===== src/rtl/sx_bus_ctrl.sv =====
// Bus controller for a 16-bit CPU: decodes ROM / RAM / I/O / special cycles and paces READY#.
// Optional POST-code capture on I/O port 0x80 is enabled with SX_BUS_CTRL_POST_CAPTURE_EN.
module sx_bus_ctrl #(
    parameter int          ROM_WS  = 1,
    parameter int          RAM_WS  = 1,
    parameter int          IO_WS   = 2,
    parameter int          TIMEOUT = 15,
    parameter int          ROM_AW  = 9,
    parameter logic [23:0] RAM_TOP = 24'h800000
) (
    input  logic              clk,
    input  logic              reset_n,
    input  logic              ads_n,
    input  logic              w_r,
    input  logic              d_c,
    input  logic              m_io,
    input  logic [1:0]        be_n,
    input  logic [22:0]       addr,
    input  logic [15:0]       cpu_din,
    output logic [15:0]       cpu_dout,
    output logic              cpu_doe,
    output logic              ready_n,
    output logic              na_n,
    output logic [ROM_AW-1:0] rom_addr,
    output logic              rom_rd,
    input  logic [15:0]       rom_rdata,
    output logic [21:0]       ram_addr,
    output logic              ram_rd,
    output logic              ram_wr,
    output logic [1:0]        ram_be,
    output logic [15:0]       ram_wdata,
    input  logic [15:0]       ram_rdata,
    output logic              bus_err,
    output logic [7:0]        post_code
);

    localparam int CW = 8;

    typedef enum logic [1:0] {IDLE, ADDR, WAIT, ACK} state_t;
    typedef enum logic [2:0] {RG_ROM, RG_RAM, RG_IO, RG_SPEC, RG_UNMAP} region_t;

    state_t          state, state_nx;
    logic [CW-1:0]   cnt;
    region_t         region_d, region_p0;
    logic [CW-1:0]   ws_d, ws_p0;
    logic [21:0]     addr_p0;
    logic [1:0]      be_n_p0;
    logic            w_r_p0;
    logic [15:0]     din_p0;
    logic [15:0]     cpu_dout_r;
    logic            ack_entry;

    // Address decode; port addr carries A[23:1], so A[k] is addr[k-1].
    logic [23:0] byte_addr;
    logic        alias_ok, is_mem, is_spec, hit_rom, hit_rsv, hit_ram;

    assign byte_addr = {addr, 1'b0};
    assign alias_ok  = (&addr[22:19]) || (~|addr[22:19]);
    assign is_mem    = ~m_io;
    assign is_spec   = m_io & ~d_c & w_r;
    assign hit_rom   = is_mem & alias_ok & (&addr[18:ROM_AW]);
    assign hit_rsv   = is_mem & alias_ok & (&addr[18:15]) & ~hit_rom;
    assign hit_ram   = is_mem & (byte_addr < RAM_TOP) & ~hit_rom & ~hit_rsv;

    always_comb begin
        region_d = RG_UNMAP;
        ws_d     = CW'(TIMEOUT);
        if (is_spec) begin
            region_d = RG_SPEC;
            ws_d     = '0;
        end else if (m_io) begin
            region_d = RG_IO;
            ws_d     = CW'(IO_WS);
        end else if (hit_rom) begin
            region_d = RG_ROM;
            ws_d     = CW'(ROM_WS);
        end else if (hit_ram) begin
            region_d = RG_RAM;
            ws_d     = CW'(RAM_WS);
        end
    end

    always_ff @(posedge clk) begin
        if (!reset_n) state <= IDLE;
        else          state <= state_nx;
    end

    always_comb begin
        state_nx = state;
        case (state)
            IDLE:    if (!ads_n) state_nx = ADDR;
            ADDR:    state_nx = WAIT;
            WAIT:    if (cnt == '0) state_nx = ACK;
            ACK:     state_nx = IDLE;
            default: state_nx = IDLE;
        endcase
    end

    assign ack_entry = (state == WAIT) && (cnt == '0);

    always_ff @(posedge clk) begin
        if (!reset_n)                        cnt <= '0;
        else if (state == ADDR)              cnt <= ws_p0;
        else if (state == WAIT && cnt != '0) cnt <= cnt - 1'b1;
    end

    // Request latch on the ads_n sample edge; data only, so no reset.
    always_ff @(posedge clk) begin
        if (state == IDLE && !ads_n) begin
            addr_p0   <= addr[21:0];
            be_n_p0   <= be_n;
            w_r_p0    <= w_r;
            din_p0    <= cpu_din;
            region_p0 <= region_d;
            ws_p0     <= ws_d;
        end
    end

    // Memories have one-cycle latency, so data is stable by the WAIT->ACK edge even with WS=0.
    always_ff @(posedge clk) begin
        if (!reset_n) begin
            cpu_dout_r <= '0;
        end else if (ack_entry && !w_r_p0) begin
            case (region_p0)
                RG_ROM:   cpu_dout_r <= rom_rdata;
                RG_RAM:   cpu_dout_r <= ram_rdata;
                RG_IO:    cpu_dout_r <= 16'hFFFF;
                RG_UNMAP: cpu_dout_r <= 16'hFFFF;
                default:  cpu_dout_r <= cpu_dout_r;
            endcase
        end
    end

`ifdef SX_BUS_CTRL_POST_CAPTURE_EN
    logic [7:0] post_code_r;

    always_ff @(posedge clk) begin
        if (!reset_n)
            post_code_r <= '0;
        else if (ack_entry && region_p0 == RG_IO && w_r_p0 &&
                 addr_p0 == 22'h40 && !be_n_p0[0])
            post_code_r <= din_p0[7:0];
    end

    assign post_code = post_code_r;
`else
    assign post_code = 8'h00;
`endif

    assign cpu_dout  = cpu_dout_r;
    assign ready_n   = (state != ACK);
    assign na_n      = 1'b1;
    assign cpu_doe   = (state == ACK) && !w_r_p0;
    assign bus_err   = (state == ACK) && (region_p0 == RG_UNMAP);
    assign rom_rd    = (state == ADDR) && (region_p0 == RG_ROM) && !w_r_p0;
    assign ram_rd    = (state == ADDR) && (region_p0 == RG_RAM) && !w_r_p0;
    assign ram_wr    = (state == ADDR) && (region_p0 == RG_RAM) &&  w_r_p0;
    assign rom_addr  = addr_p0[ROM_AW-1:0];
    assign ram_addr  = addr_p0;
    assign ram_be    = ~be_n_p0;
    assign ram_wdata = din_p0;

endmodule


===== config.mk =====
export PLATFORM = sky130hd
export DESIGN_NAME = sx_bus_ctrl
export DESIGN_NICKNAME = d
export VERILOG_FILES = /design/src/rtl/sx_bus_ctrl.sv
export SDC_FILE = /design/constraint.sdc
export NUM_CORES = 1
export LEC_CHECK = 0
export CAP_MARGIN = 20
export CELL_PAD_IN_SITES_DETAIL_PLACEMENT = 1
export CELL_PAD_IN_SITES_GLOBAL_PLACEMENT = 2
export CORE_MARGIN = 3
export CORE_UTILIZATION = 25
export CTS_CLUSTER_DIAMETER = 200
export DETAILED_ROUTE_END_ITERATION = 12
export GPL_ROUTABILITY_DRIVEN = 0
export HOLD_SLACK_MARGIN = 0.05
export PLACE_DENSITY = 0.85
export SLEW_MARGIN = 20
export SYNTH_ARGS = -nofsm -noshare
export SYNTH_HDL_FRONTEND = slang
export SYNTH_SLANG_ARGS = --single-unit

===== constraint.sdc =====
create_clock -name clk -period 4 [get_ports clk]
set_input_delay 0.8 -clock clk [delete_from_list [all_inputs] [get_ports clk]]
set_output_delay 0.8 -clock clk [all_outputs]
set_load 0.01 [all_outputs]

# Word-level counts from Yosys, hierarchy flattened
# Index checks and enable logic that the tools add are counted.
[op_classes] mux=12 shifts=0 div=0 n_mul=0 n_reduce_logical=30 add_sub_neg=1 eq_ne=9 magnitude_cmp=1 bitwise_logic=14
[op_table] op="$pmux 16 s3" count=1
[op_table] op="$lt 24x24->1 const B" count=1
[op_table] op="$mux 8" count=2
[op_table] op="$logic_and 1x1->1" count=11
[op_table] op="$mux 2" count=5
[op_table] op="$reduce_and 10->1" count=1
[op_table] op="$and 1x1->1" count=9
[op_table] op="$logic_not 8->1" count=1
[op_table] op="$pmux 2 s4" count=1
[op_table] op="$reduce_and 4->1" count=2
[op_table] op="$reduce_bool 8->1" count=1
[op_table] op="$sub 8x1->8 const B" count=1
[op_table] op="$ne 2x2->1 const B" count=3
[op_table] op="$eq 2x2->1 const B" count=2
[op_table] op="$mux 4" count=1
[op_table] op="$not 1->1" count=4
[op_table] op="$reduce_and 2->1" count=2
[op_table] op="$reduce_or 2->1" count=2
[op_table] op="$reduce_or 4->1" count=1
[op_table] op="$eq 3x1->1 const B" count=1
[op_table] op="$eq 3x2->1 const B" count=1
[op_table] op="$eq 3x3->1 const B" count=1
[op_table] op="$logic_not 1->1" count=3
[op_table] op="$logic_not 3->1" count=1
[op_table] op="9 further kinds" count=9
[word_totals] mem_bits_rw=0 output_inout_bits=80 latchBits=0 mem_count=0 mem_bits_ro=0 inputBits=79 reg_bits=74 elab_cells=80

# Logic depth before layout (Yosys ltp)
[logic_depth] depth_word=12 ltp_mapped=7

# Worst setup path before layout
# No wires, ideal clock.
[synth_timing] kind="input-to-reg" startpoint="input ads_n" endpoint="register be_n_p0[0], enable pin" setup_time_ns=0.456 arrival_ns=2.869 path_slack_ns=0.675 n_path_buf=0 stages=1 cell_sequence="nor2b_1"
[synth_via] elab_chain_cells=2
[synth_rtl] item="start: declaration" line_no="13" rtl="input logic ads_n,"
[synth_rtl] item="$logic_not 1->1" line_no="109" rtl="if (state == IDLE && !ads_n) begin"
[synth_rtl] item="$logic_and 1x1->1" line_no="109"
[synth_rtl] item="end signal: assignment" line_no="111" rtl="be_n_p0 <= be_n;"
[synth_rtl] item="end: declaration" line_no="47" rtl="logic [1:0] be_n_p0;"
# Every way passes these cells.
# A chain may end at the register's enable or synchronous reset.

# Worst setup path in the final report
[layout_timing] startpoint="register region_p0[1]" endpoint="output ram_rd"
[layout_via] elab_chain_cells=3
[layout_rtl] item="start: declaration" line_no="44" rtl="region_t region_d, region_p0;"
[layout_rtl] item="start signal: assignment" line_no="114" rtl="region_p0 <= region_d;"
[layout_rtl] item="$eq 3x1->1" line_no="156" rtl="assign ram_rd = (state == ADDR) && (region_p0 == RG_RAM) && !w_r_p0;"
[layout_rtl] item="$logic_and 1x1->1 (2 in a row)" line_no="156"
[layout_rtl] item="end: declaration" line_no="28" rtl="output logic ram_rd,"
# Every way passes these cells.

==> results.toml <==
[status]
status = "completed"

[worst_setup_path]
r2r_slack_ns = 1.60
worstPathCellList = "nor3b_2 -> nand2_1 -> nor2_1 -> clkdlybuf4s50_1"
ff2ff_path_depth = 5
required_ns = 3.20
worstReg2RegEnd = "cpu_dout[13]"
crit_path_end = "ram_rd"
crit_arrival_ns = 2.43
cp.buffers_inverters = 1
path_delay_family = "simple AND/OR/NAND/NOR gates"
path_class = "reg2out"
r2r-start = "cnt[0]"
cp_max_fo = 10
endpoint_kind = "output port"
cp-startpoint = "region_p0[1]"
slowest_stage = "nor3b_2"
max_stage_delay_ns = 0.73
critPathLaunchType = "flop"
path_depth = 4

[floorplan]
row_count = 40
die_w_um = 118
core_region_area_sq_um = 12100
die_area_sq_um = 13800
die_y_um = 118
io_pins = 159
initial_core_util_pct = 25.7

[clock_network]
cts.hold.buffers_added = 0
ctsResizeCount = 0
tritoncts = "built"
cts_root_buf = "clkbuf_16"
postCtsSetupRepairBufs = 0
clk_pin_slew_worst_paths_ns = 0.06
numCtsBuffers = 9
cts_buffer_depth = 2
h-tree-depth = 3
clkLatencyLatePin_ns = 0.33
cts_sinks = 72

[sta]
rsz0062_at_grt = "false"
setup_violations = 0
slew_headroom_pct = 33.1
drv_slew = 0
worstMarginPinSlew_ns = 1.00
tns_ns = 0
skew_ns = 0.00356
whs_ns = 0.509
hold_viol = 0
post-route-period-util_pct = 80.7
min_period_ns = 3.23
clock.fmax_mhz = 310

[route]
drtIter0Drc = 122
antenna_left = 0
drcViolationCount = 0
drt-total-wl_um = 9280
vias = 2326
dr.pass1.iters = 4
wl_per_cell_um = 17.2
via_per_inst = 4.32

[flow_run]
maxCapViolCount = 0

[logic_synthesis]
ys_ff_latch = 72
yosysMostFrequentCell = "edfxtp_1"
seq_area_frac_synth_pct = 61.1
synth.avg_cell_area_sq_um = 13.9
netlist_area_sq_um = 3110
synth.top_cells.by_area = "edfxtp_1 44%, dfxtp_1 17%, mux2_2 5.8%"
synth_top_area_cell = "edfxtp_1"
synth_edf_count = 46
syn_inst = 223
ys_warn_count = 0
ys_types = 49
async_flop_share_pct = 0
synth_commonest_cells = "46 x edfxtp_1, 26 x dfxtp_1, 19 x buf_4"
netlist.area_leader.share_pct = 44.4
ys.flop_type = "edfxtp_1"

[global_routing]
grt_pass1_vias = 2543
grt_pass1_wl_um = 14700
grt_max_degree = 33
track_usage_pct = 13.6
grt_antenna_before_repair = 0
grt_overflow = 0

[final_layout]
num_antenna_cells = 0
drive_above_1_share_pct = 15.6
nNetsFinal = 452
synthToLayoutAreaGrowth_pct = 58.2

[place]
dp_hpwl_um = 7180
io_buffers = 149

[pwr]
max-vdd-ir-drop_mv = 0.255
powerDensity_nw_per_um2 = 541
leakage_nw = 1.75

[min_path]
min_path_cells = 2
hp-start = "state[1]"
hold_path.class = "reg2reg"
-- flip-flops by register name, indices dropped and copies added, names as in the netlist --
| register | count |
|---|---|
| cnt | 8 |
| ws_p0 | 3 |
| be_n_p0 | 2 |
| state | 2 |
| ram_wdata | 16 |
| region_p0 | 2 |
| w_r_p0 | 1 |
| ram_addr | 22 |
| cpu_dout | 16 |
-- worst register-to-register path, cell delays in order, from the launching register on --
cell	delay, ns
dfxtp_1	0.34
inv_1	0.12
ha_1	0.22
nor3b_1	0.43
nand4_1	0.69
o221a_2	0.51
-- how the worst min path moves through the flow --
stage | endpoint | slack [ns]
finish | state[1] | 0.51
global route | cnt[6] | 0.54
CTS | cnt[6] | 0.51
detailed placement | cnt[6] | 0.50
global placement | cnt[6] | 0.48
floorplan | cnt[6] | 0.46
-- routing by layer --
| layer | vias up | GRT usage, % | wire length [um] |
|---|---|---|---|
| met5 | - | 0 | 0 |
| met4 | 0 | 4.69 | 140 |
| met3 | 10 | 4.37 | 544 |
| met2 | 85 | 23.5 | 4760 |
| met1 | 1129 | 16.0 | 3830 |
| li1 | 1102 | - | - |
-- placed cells by master, fill, tap and decap left out, types with 4 or more instances in the layout --
master             n
a21oi_1            6
edfxtp_1          46
inv_1             11
nor2_1             8
nand2_1            8
nand3_1            4
clkdlybuf4s50_1  149
ha_1               7
o221a_2           16
mux2_2            16
conb_1             9
dfxtp_1           26
clkbuf_16          9
-- power breakdown --
| group | switching [W] | internal (W) |
|---|---|---|
| registers | 0.0000949 | 0.000978 |
| clock network | 0.000312 | 0.000422 |
| logic | 0.000399 | 0.000455 |
-- cell families after synthesis --
family | share of synthesized area [%]
flops | 61.1
simple gates | 8.93
xor+xnor | 1.13
other cells | 0.241
fa+ha+maj | 3.14
mux | 6.11
compound gates | 10.8
buf+inv | 8.53
-- metrics by stage --
step           total power, W  cells  setup slack [ns]  cell area (sq um)  utilization, %
6_report              0.00266    539             0.773               4920            40.6
5_1_grt               0.00281    539             0.641               4920            40.6
4_1_cts               0.00270    539             0.701               4920            40.6
3_5_place_dp          0.00195    523              1.14               4650            38.4
3_3_place_gp          0.00191    523              1.22               4650            38.4
2_1_floorplan         0.00152    230             0.675               3140               -
-- cell type report --
cell class / count / area [sq um]
flip-flops and latches: 72 / 1900
fillers: 1291 / 7190
clock buffers: 10 / 229
inverters: 11 / 41.3
well taps: 168 / 210
repair buffers: 152 / 1510
clock inverters: 6 / 43.8
multi-input cells: 120 / 982
(Power assumes the default switching activity.)
